File: src/rtl/ikbd_serial_tx.sv
// IKBD reply byte FIFO and 8N1 serialiser that drives the ACIA receive pin.
// Also reports FIFO fill level and a sticky overflow flag to the io controller.
module ikbd_serial_tx #(
  parameter int CLK_DIV  = 4096,
  parameter int FIFO_AW  = 4,
  parameter int GAP_BITS = 0
) (
  input  logic               clk,
  input  logic               reset_n,
  input  logic [7:0]         din,
  input  logic               din_strobe,
  input  logic               flush,
  output logic               tx,
  output logic               busy,
  output logic [FIFO_AW:0]   fifo_count,
  output logic               fifo_full,
  output logic               overflow
);

  localparam int DEPTH = 1 << FIFO_AW;
  localparam int TW    = (CLK_DIV > 2) ? $clog2(CLK_DIV) : 1;
  localparam int GW    = (GAP_BITS > 1) ? $clog2(GAP_BITS + 1) : 1;

  localparam logic [TW-1:0]    TIMER_LOAD = TW'(CLK_DIV - 1);
  localparam logic [GW-1:0]    GAP_LOAD   = GW'(GAP_BITS);
  localparam logic [FIFO_AW:0] COUNT_FULL = (FIFO_AW + 1)'(DEPTH);

  typedef enum logic [2:0] {
    IDLE  = 3'd0,
    START = 3'd1,
    DATA  = 3'd2,
    STOP  = 3'd3,
    GAP   = 3'd4
  } state_t;

  logic [7:0]         mem [DEPTH];
  logic [FIFO_AW-1:0] wr_ptr;
  logic [FIFO_AW-1:0] rd_ptr;
  logic [FIFO_AW:0]   count_q;
  logic               ovf_q;
  logic               fifo_empty;
  logic               full_int;
  logic               push_ok;
  logic               push_drop;
  logic               pop;
  logic [7:0]         head;

  state_t             state_q, state_d;
  logic [TW-1:0]      timer_q, timer_d;
  logic [2:0]         bit_q, bit_d;
  logic [GW-1:0]      gap_q, gap_d;
  logic [7:0]         shift_q, shift_d;
  logic               tx_q, tx_d;
  logic               bit_end;
  logic               take_next;

  assign fifo_empty = (count_q == '0);
  assign full_int   = (count_q == COUNT_FULL);
  assign head       = mem[rd_ptr];

  // A pop on the same edge frees a slot, so a write into a full FIFO is still legal then.
  assign push_ok   = din_strobe & ~flush & (~full_int | pop);
  assign push_drop = din_strobe & ~flush & full_int & ~pop;

  // FIFO control state
  always_ff @(posedge clk or negedge reset_n) begin
    if (!reset_n) begin
      wr_ptr  <= '0;
      rd_ptr  <= '0;
      count_q <= '0;
      ovf_q   <= 1'b0;
    end else if (flush) begin
      wr_ptr  <= '0;
      rd_ptr  <= '0;
      count_q <= '0;
      ovf_q   <= 1'b0;
    end else begin
      if (push_ok) begin
        wr_ptr <= wr_ptr + 1'b1;
      end
      if (pop) begin
        rd_ptr <= rd_ptr + 1'b1;
      end
      case ({push_ok, pop})
        2'b10:   count_q <= count_q + 1'b1;
        2'b01:   count_q <= count_q - 1'b1;
        default: count_q <= count_q;
      endcase
      if (push_drop) begin
        ovf_q <= 1'b1;
      end
    end
  end

  // FIFO storage carries data only and needs no reset
  always_ff @(posedge clk) begin
    if (push_ok) begin
      mem[wr_ptr] <= din;
    end
  end

  // Serialiser state register
  always_ff @(posedge clk or negedge reset_n) begin
    if (!reset_n) begin
      state_q <= IDLE;
      timer_q <= '0;
      bit_q   <= '0;
      gap_q   <= '0;
      tx_q    <= 1'b1;
    end else begin
      state_q <= state_d;
      timer_q <= timer_d;
      bit_q   <= bit_d;
      gap_q   <= gap_d;
      tx_q    <= tx_d;
    end
  end

  // The byte is latched at pop, so a later flush cannot disturb the frame in flight.
  always_ff @(posedge clk) begin
    shift_q <= shift_d;
  end

  always_comb begin
    state_d   = state_q;
    timer_d   = timer_q;
    bit_d     = bit_q;
    gap_d     = gap_q;
    shift_d   = shift_q;
    tx_d      = tx_q;
    pop       = 1'b0;
    take_next = 1'b0;
    bit_end   = (timer_q == '0);

    if (state_q != IDLE) begin
      timer_d = bit_end ? TIMER_LOAD : timer_q - 1'b1;
    end

    case (state_q)
      IDLE: begin
        take_next = 1'b1;
      end
      START: begin
        if (bit_end) begin
          tx_d    = shift_q[0];
          bit_d   = 3'd0;
          state_d = DATA;
        end
      end
      DATA: begin
        if (bit_end) begin
          if (bit_q == 3'd7) begin
            tx_d    = 1'b1;
            state_d = STOP;
          end else begin
            shift_d = {1'b0, shift_q[7:1]};
            tx_d    = shift_q[1];
            bit_d   = bit_q + 1'b1;
          end
        end
      end
      STOP: begin
        if (bit_end) begin
          if (GAP_BITS > 0) begin
            gap_d   = GAP_LOAD;
            state_d = GAP;
          end else begin
            take_next = 1'b1;
          end
        end
      end
      GAP: begin
        if (bit_end) begin
          if (gap_q == GW'(1)) begin
            take_next = 1'b1;
          end else begin
            gap_d = gap_q - 1'b1;
          end
        end
      end
      default: begin
        tx_d    = 1'b1;
        state_d = IDLE;
      end
    endcase

    // Shared end-of-frame decision: chain straight into the next start bit or go idle.
    if (take_next) begin
      if (!fifo_empty) begin
        pop     = 1'b1;
        shift_d = head;
        tx_d    = 1'b0;
        timer_d = TIMER_LOAD;
        state_d = START;
      end else begin
        tx_d    = 1'b1;
        timer_d = '0;
        state_d = IDLE;
      end
    end
  end

  assign tx         = tx_q;
  assign busy       = (state_q != IDLE) | ~fifo_empty;
  assign fifo_count = count_q;
  assign fifo_full  = full_int;
  assign overflow   = ovf_q;

endmodule

File: config.mk
export PLATFORM = sky130hd
export DESIGN_NAME = ikbd_serial_tx
export DESIGN_NICKNAME = d
export VERILOG_FILES = /design/src/rtl/ikbd_serial_tx.sv
export SDC_FILE = /design/constraint.sdc
export NUM_CORES = 1
export LEC_CHECK = 0
export CAP_MARGIN = 30
export CELL_PAD_IN_SITES_DETAIL_PLACEMENT = 0
export CELL_PAD_IN_SITES_GLOBAL_PLACEMENT = 1
export CORE_ASPECT_RATIO = 0.8
export CORE_UTILIZATION = 50
export CTS_BUF_LIST = sky130_fd_sc_hd__clkbuf_4
export DETAILED_ROUTE_END_ITERATION = 6
export PLACE_DENSITY_LB_ADDON = 0.15
export SYNTH_ARGS = -nofsm -noshare
export SYNTH_HDL_FRONTEND = slang
export SYNTH_SLANG_ARGS = --single-unit
File: constraint.sdc
create_clock -name clk -period 3.76 [get_ports clk]
set_input_delay 0.752 -clock clk [delete_from_list [all_inputs] [get_ports clk]]
set_output_delay 0.752 -clock clk [all_outputs]
set_load 0.01 [all_outputs]
## Word-level counts from Yosys, hierarchy flattened

Memory sizes are Yosys's and may differ from the RTL's.
Cells that the tools add are included.

| word-level totals | value |
|---|---|
| RAM bits | 128 |
| input port bits | 12 |
| flip-flop bits (word level) | 42 |
| output and inout bits | 9 |
| memories kept | 1 |
| word-level logic and storage cells | 100 |

Memories:

| name | words | width | read ports | clocked after Yosys merged registers in | write ports | RTL line | text |
|---|---|---|---|---|---|---|---|
| mem | 16 | 8 | 1 | 0 | 1 | 36 | `logic [7:0] mem [DEPTH];` |

| operators by class | value |
|---|---|
| add/subtract/negate cells | 7 |
| reduce and logical (&&, ||, !) cells | 15 |
| muxes and demuxes | 42 |
| equal/unequal tests | 15 |
| bitwise logic cells | 10 |

Operator list:

| operator | number |
|---|---|
| $mux 12 | 4 |
| $mux 8 | 5 |
| $mux 3 | 7 |
| $mux 1 | 16 |
| $mux 4 | 4 |
| $logic_not 12->1 | 1 |
| $sub 12x1->12 const B | 1 |
| $pmux 5 s2 | 1 |
| $reduce_bool 2->1 | 5 |
| $ne 3x3->1 const B | 3 |
| $pmux 3 s3 | 1 |
| $add 4x1->4 const B | 2 |
| $reduce_and 4->1 | 2 |
| $eq 3x2->1 const B | 2 |
| $eq 3x3->1 const B | 2 |
| $ne 2x2->1 const B | 3 |
| $pmux 1 s3 | 2 |
| $pmux 3 s2 | 1 |
| $reduce_bool 3->1 | 2 |
| $add 5x1->5 const B | 1 |
| $eq 5x5->1 const B | 1 |
| $logic_not 5->1 | 1 |
| $mux 5 | 1 |
| $sub 5x1->5 const B | 1 |
| 13 further kinds | 20 |

## Depth between registers and ports, before layout

Gate-level depths: netlist (run 1).

| depth | value |
|---|---|
| depth after elaboration | 9 |
| depth in mapped cells | 15 |
| depth with buffers taken out | 13 |

## Least setup slack after synthesis (run 1)

OpenSTA, ideal clock, no wires.

| timing path | value |
|---|---|
| path kind | register to register |
| start | reg timer_q[0] |
| end | reg count_q[4], in the netlist fifo_count[4] |
| path slack | 0.410 ns |
| arrival time | 3.222 ns |
| path buffers | 2 |
| setup time | 0.128 ns |
| data required time | 3.632 ns |
| stages on the path, launching flop included | 15 |
| clock period less this slack | 3.350 ns |
| cells stage by stage | dfrtp_1 inv_1 ha_1 or3b_1 buf_2 o41a_4 nor2_1 buf_2 nand2_1 inv_1 ha_1 a21o_1 a21oi_1 mux2i_1 mux2_1 |

| between the ends | value |
|---|---|
| cells in the longest elaborated chain, start to end | 9 |
| elaborated cells between the ends (all ways) | 12 |
| those cells by class | eq/ne: 2; mux: 6; bitwise: 2; reduce/logical: 2 |

Ends and longest elaborated chain:

| item | RTL line | text |
|---|---|---|
| start, declared | 49 | `logic [TW-1:0] timer_q, timer_d;` |
| start signal, assigned | 112 | `timer_q <= timer_d;` |
| $logic_not 12->1 * | 133 | `bit_end = (timer_q == '0);` |
| $mux 1 (on tied branches) | 173, 163 |  |
| $pmux 1 s3 * | 139 | `case (state_q)` |
| $mux 1 * | 188 | `if (take_next) begin` |
| $or 1x1->1 | 62 | `assign push_ok = din_strobe & ~flush & (~full_int \| pop);` |
| $and 1x1->1 | 62 |  |
| $eq 2x1->1 / $eq 2x2->1 (equally long branches) | 84 | `case ({push_ok, pop})` |
| $pmux 5 s2 | 84 |  |
| $mux 5 | 72 | `end else if (flush) begin` |
| end signal, assigned | 85 | `2'b10: count_q <= count_q + 1'b1;` |
| end signal, assigned | 86 | `2'b01: count_q <= count_q - 1'b1;` |
| end signal, assigned | 87 | `default: count_q <= count_q;` |
| end, declared | 39 | `logic [FIFO_AW:0] count_q;` |

Every way passes the cells marked *; elsewhere a longest branch is shown, timed or not.
A chain may end at the register's enable or synchronous reset.

## Worst setup path after layout (run 1)

Ends and elaborated chain as after synthesis.

==> results of run 1 <==
path summary, 6_finish.rpt:
check                            from            end  slack [ns]  cells after the start
max                        timer_q[0]  fifo_count[4]        0.30                     12
min                        shift_q[7]     shift_q[7]        0.47                      2
max reg2reg                timer_q[0]  fifo_count[4]        0.30                     12
min reg2reg                shift_q[7]     shift_q[7]        0.47                      2
max in group asynchronous     reset_n      wr_ptr[2]        2.42                      2
min in group asynchronous     reset_n      rd_ptr[3]        0.59                      1
flip-flops by register name, indices dropped and copies added, names as in the netlist:
name	flops
bit_q	3
fifo_count	5
mem	128
overflow	1
rd_ptr	4
shift_q	8
state_q	2
timer_q	12
tx	1
wr_ptr	4
worst min-delay path: cells and delay by family (launching register included):
family	cells	cell delay [ns]
AND/OR/NAND/NOR	1	0.06
AO/OA/AOI/OAI	1	0.05
flip-flops	1	0.33
synth_stat cells, drive strengths merged (9+ instances only):
cell / count / share of area [%]
a21oi: 18 / 1.2
a22o: 9 / 1.1
a22oi: 16 / 1.6
and2: 11 / 0.94
buf: 13 / 0.92
clkbuf: 13 / 0.67
dfrtp: 31 / 11
edfxtp: 128 / 52
ha: 15 / 2.6
inv: 19 / 0.97
mux2i: 11 / 1.5
mux4: 32 / 9.8
nand2: 14 / 0.75
nor2: 26 / 1.3
nor3: 11 / 0.90
nor4: 10 / 1.1
o21ai: 26 / 1.8
power by group through the flow:
stage                     Combinational (W)  Clock, W  Sequential, W
final                               0.00168   0.00107        0.00239
after global routing                0.00186   0.00117        0.00243
after CTS                           0.00169   0.00109        0.00239
after detailed placement            0.00167         0        0.00244
after global placement              0.00166         0        0.00243
after floorplan                     0.00130         0        0.00234
metrics by stage:
step / hold WS (ns) / area, sq um / util, %
2_1_floorplan: 0.4404 / 7337 / -
3_3_place_gp: 0.4531 / 7792 / 54.50
3_5_place_dp: 0.4555 / 7792 / 54.50
4_1_cts: 0.4725 / 8083 / 56.53
5_1_grt: 0.4912 / 8083 / 56.53
6_report: 0.4707 / 8083 / 56.53
cells by family after synthesis:
family                   share of synthesized area (%)
adder cells (fa/ha/maj)                          2.831
AO/OA/AOI/OAI                                    8.527
buffers and inverters                            2.558
XOR/XNOR                                         1.074
AND/OR/NAND/NOR                                  7.879
flip-flops                                       65.50
multiplexers                                     11.63
layout make-up:
cell class	count	area, sq um	share of cell area [%]
clock inverter	15	162.7	2.012
multi-input combinational	268	2344	28.99
sequential	168	4807	59.47
clock buffer	17	127.6	1.579
timing repair buffer	37	340.3	4.211
inverter	19	71.32	0.8824
tap	184	230.2	2.848
per-layer routing:
| metal | GRT usage, % | vias to the layer above | share of wire (%) |
|---|---|---|---|
| met2 | 27.46 | 71 | 43 |
| met5 | 0 | - | 0 |
| met4 | 8.320 | 0 | 1.1 |
| met1 | 34.05 | 2100 | 52 |
| li1 | - | 1933 | - |
| met3 | 3.567 | 12 | 3.6 |
==> impl_metrics.env, run 1 <==
export IMPL_maxSlewHeadroom_pct=51.15
export IMPL_irDropWorstVdd_v=0.0003288
export IMPL_wl_per_cell_um=20.33
export IMPL_power_w=0.005144
export IMPL_hpwl_um=9878
export IMPL_clkSlewWorstSetupHoldPaths_ns=0.14
export IMPL_drv_cap=0
export IMPL_coreArea_sq_um=14300
export IMPL_grt_pass1_wl_um=22600
export IMPL_clock_fmax_mhz=288.9
export IMPL_synth_cell_types=59
export IMPL_io_pins=21
export IMPL_synth_main_ff_cell="edfxtp_1"
export IMPL_portBuffers=20
export IMPL_detail_route_antenna_nets=0
export IMPL_viasPerCell=5.814
export IMPL_hold_class="reg -> reg"
export IMPL_start_kind="flop"
export IMPL_setup_ws_ns=0.2983
export IMPL_p_per_area_nw_per_um2=636.4
export IMPL_final_cells=708
export IMPL_cts_buffers=17
export IMPL_post_cts_setup_buffers=0
export IMPL_rsz0062_at_grt="no"
export IMPL_synth_seq_cells=168
export IMPL_cp_required_ns=4.22
export IMPL_cellInternalPower_w=0.003389
export IMPL_grt_use_total_pct=20.94
export IMPL_gp_congestion=0.7892
export IMPL_crit_fanout=7
export IMPL_final_common_cell="edfxtp_1"
export IMPL_worstMarginPinSlew_ns=0.7304
export IMPL_seq_power_share_pct=46.5
export IMPL_layout_drive_gt1_share_pct=17.37
export IMPL_synthArstFlopShare_pct=19.05
export IMPL_antenna_found_initial=0
export IMPL_drcViolationCount=0
export IMPL_cp_arrival_ns=3.92
export IMPL_maxSlewViolCount=0
export IMPL_drt_iter0_drc=358
export IMPL_clock_root_buffer="clkbuf_4"
export IMPL_tritoncts="yes"
export IMPL_ys_warn_count=0
export IMPL_dr_pass1_iters=5
export IMPL_leakage_nw=2.900
export IMPL_dpl_cell_count=676
export IMPL_antenna_cells=0
export IMPL_clkLatencyLatePin_ns=0.58
export IMPL_grt_max_degree=20
export IMPL_timing_worst_setup_path_type="reg -> reg"
export IMPL_seq_area_frac_synth_pct=65.50
export IMPL_path_buf_inv=2
export IMPL_comb_power_share_pct=32.6
export IMPL_cts_buffer_depth=2
export IMPL_setup_violations=0
export IMPL_fp_dieH_um=110.3
export IMPL_clock_skew_ns=0.02250
export IMPL_grt_ovfl_total=0
export IMPL_crit_family="compound AO/OA/AOI/OAI gates"
export IMPL_fillCellCount=1121
export IMPL_ctsResizeCount=0
export IMPL_syn_num_nets=509
export IMPL_num_rows=39
export IMPL_final_cell_mix="edfxtp_1 (128), mux4_2 (32), dfrtp_1 (30), nor2_1 (26)"
export IMPL_end_kind="flop"
export IMPL_vias=4116
export IMPL_crit_path_max_incr_delay_ns=0.58
export IMPL_numClockSinks=168
export IMPL_syn_area_per_cell_sq_um=15.25
export IMPL_cts_max_level=4
export IMPL_hold_violations=0
export IMPL_p_switching_w=0.001755
export IMPL_outcome="finished clean"
export IMPL_crit_path_cell_trace="inv_1 > ha_1 > or3b_1 > o41a_4 > nor2_1 > nand2_1 > inv_1 > ha_1 > a21o_1 > a21oi_1 > mux2i_1 > mux2_1"
export IMPL_initial_core_util_pct=51.32
export IMPL_synth_cells=481
export IMPL_min_period_ns=3.462
export IMPL_pwr_share_clk_pct=20.9
export IMPL_finalNetCount=539
export IMPL_synth_edf_count=128
export IMPL_switching_share_pct=34.12
export IMPL_totalWireLength_um=14400
export IMPL_area_growth_pct=10.16
export IMPL_die_area_sq_um=15170
export IMPL_tns_ns=0
export IMPL_die_w_um=137.4
export IMPL_cpMaxStageDelayCell="o41a_4"
export IMPL_fin_crit_sh_pct=92.07
export IMPL_hold_buffers=0
export IMPL_syn_area_sq_um=7337
export IMPL_grt_pass1_vias=3886
export IMPL_preCtsSetupSlack_ns=0.3153
(Power assumes the default switching activity.)
==> run 2, diff against run 1 <==
--- a/config.mk
+++ b/config.mk
@@ -12,7 +12,7 @@
 export CORE_UTILIZATION = 50
 export CTS_BUF_LIST = sky130_fd_sc_hd__clkbuf_4
 export DETAILED_ROUTE_END_ITERATION = 6
-export PLACE_DENSITY_LB_ADDON = 0.15
+export PLACE_DENSITY = 0.86
 export SYNTH_ARGS = -nofsm -noshare
 export SYNTH_HDL_FRONTEND = slang
 export SYNTH_SLANG_ARGS = --single-unit
==> impl_metrics.env, run 2 (synthesis results as in run 1) <==
export IMPL_detail_route_antenna_nets=0
export IMPL_min_period_ns=3.450
export IMPL_fillCellCount=1114
export IMPL_grt_pass1_vias=4128
export IMPL_reg_top3="mem (128), timer_q (12), shift_q (8)"
export IMPL_maxSlewViolCount=0
export IMPL_fin_crit_sh_pct=91.76
export IMPL_final_cell_mix="edfxtp_1 (128), mux4_2 (32), dfrtp_1 (30), nor2_1 (26)"
export IMPL_timing_worst_setup_path_type="reg -> reg"
export IMPL_end_kind="flop"
export IMPL_cts_buffer_depth=2
export IMPL_io_pins=21
export IMPL_stdcell_area_sq_um=8083
export IMPL_viasPerCell=5.935
export IMPL_antenna_found_initial=0
export IMPL_ctsResizeCount=0
export IMPL_vias=4214
export IMPL_die_w_um=137.4
export IMPL_pwr_share_clk_pct=20.9
export IMPL_clock_fmax_mhz=289.9
export IMPL_seqCellArea_sq_um=4807
export IMPL_cts_buffers=17
export IMPL_hold_violations=0
export IMPL_tns_ns=0
export IMPL_wl_per_cell_um=20.11
export IMPL_hold_class="reg -> reg"
export IMPL_irDropWorstVdd_v=0.0003701
export IMPL_start_kind="flop"
export IMPL_cp_arrival_ns=3.94
export IMPL_p_switching_w=0.001747
export IMPL_clock_root_buffer="clkbuf_4"
export IMPL_grt_max_degree=36
export IMPL_dr_pass1_iters=5
export IMPL_setup_violations=0
export IMPL_tritoncts="yes"
export IMPL_drcViolationCount=0
export IMPL_rsz0062_at_grt="no"
export IMPL_cts_max_level=4
export IMPL_clkLatencyLatePin_ns=0.58
export IMPL_drt_iter0_drc=375
export IMPL_die_area_sq_um=15170
export IMPL_switching_share_pct=34.08
export IMPL_leakage_nw=2.901
export IMPL_largest_reg_flops=128
export IMPL_seq_power_share_pct=46.5
export IMPL_clkSlewWorstSetupHoldPaths_ns=0.15
export IMPL_grt_ovfl_total=0
export IMPL_outcome="finished clean"
export IMPL_multiInputGateArea_sq_um=2344
export IMPL_place_area_sq_um=7780
export IMPL_cellInternalPower_w=0.003379
export IMPL_comb_power_share_pct=32.6
export IMPL_finalNetCount=539
export IMPL_p_per_area_nw_per_um2=634.2
export IMPL_layout_drive_gt1_share_pct=17.18
export IMPL_cp_required_ns=4.25
export IMPL_hpwl_um=9619
export IMPL_gp_congestion=0.7414
export IMPL_clock_skew_ns=0.02082
export IMPL_fp_dieH_um=110.3
export IMPL_crit_fanout=7
export IMPL_portBuffers=20
export IMPL_area_growth_pct=10.16
export IMPL_grt_use_total_pct=20.84
export IMPL_maxSlewHeadroom_pct=51.17
export IMPL_num_rows=39
export IMPL_hold_buffers=0
export IMPL_rrSetupSlack_ns=0.31
export IMPL_post_cts_setup_buffers=0
export IMPL_worstMarginPinSlew_ns=0.7310
export IMPL_numClockSinks=168
export IMPL_top_register="mem"
export IMPL_grt_pass1_wl_um=22540
export IMPL_totalWireLength_um=14280
export IMPL_coreArea_sq_um=14300
export IMPL_final_common_cell="edfxtp_1"
export IMPL_drv_cap=0
export IMPL_initial_core_util_pct=51.32
==> run 2: critical path: stages, from the launching register on <==
cell and delay [ns]:
dfrtp_1 0.44, inv_1 0.09, ha_1 0.19, or3b_1 0.51, o41a_4 0.59, nor2_1 0.15
nand2_1 0.11, inv_1 0.12, ha_1 0.28, a21o_1 0.19, a21oi_1 0.17, mux2i_1 0.21
mux2_1 0.33
==> run 2: cell type report <==
class,instances,share of cell area [%]
clock inverter,15,2.105
antenna,2,0.06192
sequential,168,59.47
clock buffer,17,1.579
tap,184,2.848
multi-input combinational,268,28.99
timing repair buffer,37,4.056
inverter,19,0.8824
==> run 2: path summary, 6_finish.rpt <==
| kind | to | start | cells after the start |
|---|---|---|---|
| max | fifo_count[4] | timer_q[0] | 12 |
| min | shift_q[7] | shift_q[7] | 2 |
| max reg2reg | fifo_count[4] | timer_q[0] | 12 |
| min reg2reg | shift_q[7] | shift_q[7] | 2 |
| max in group asynchronous | tx | reset_n | 2 |
| min in group asynchronous | timer_q[3] | reset_n | 2 |
==> run 2: per-layer routing <==
layer / track usage, % / vias up / share of wire, %
met1: 29.92 / 2120 / 45
met3: 4.664 / 19 / 6.1
met4: 7.221 / 0 / 1.4
met5: 0 / - / 0
li1: - / 1943 / -
met2: 31.51 / 132 / 47
==> run 2: power by group through the flow <==
stage                     sequential [W]  combinational [W]  clock [W]
after floorplan                  0.00234            0.00130          0
after global placement           0.00241            0.00164          0
after detailed placement         0.00242            0.00167          0
after CTS                        0.00238            0.00168    0.00109
after global routing             0.00241            0.00186    0.00115
final                            0.00238            0.00167    0.00107
==> run 2: stage by stage <==
step | total power [W] | hold slack [ns] | instances | utilization [%] | setup slack, ns
final | 0.005126 | 0.4828 | 710 | 56.53 | 0.3100
after global routing | 0.005428 | 0.5220 | 708 | 56.50 | 0.1335
after CTS | 0.005153 | 0.4811 | 708 | 56.50 | 0.3253
after detailed placement | 0.004091 | 0.4622 | 676 | 54.42 | 0.3484
after global placement | 0.004047 | 0.4550 | 676 | 54.42 | 0.3881
after floorplan | 0.003642 | 0.4404 | 481 | - | 0.4101
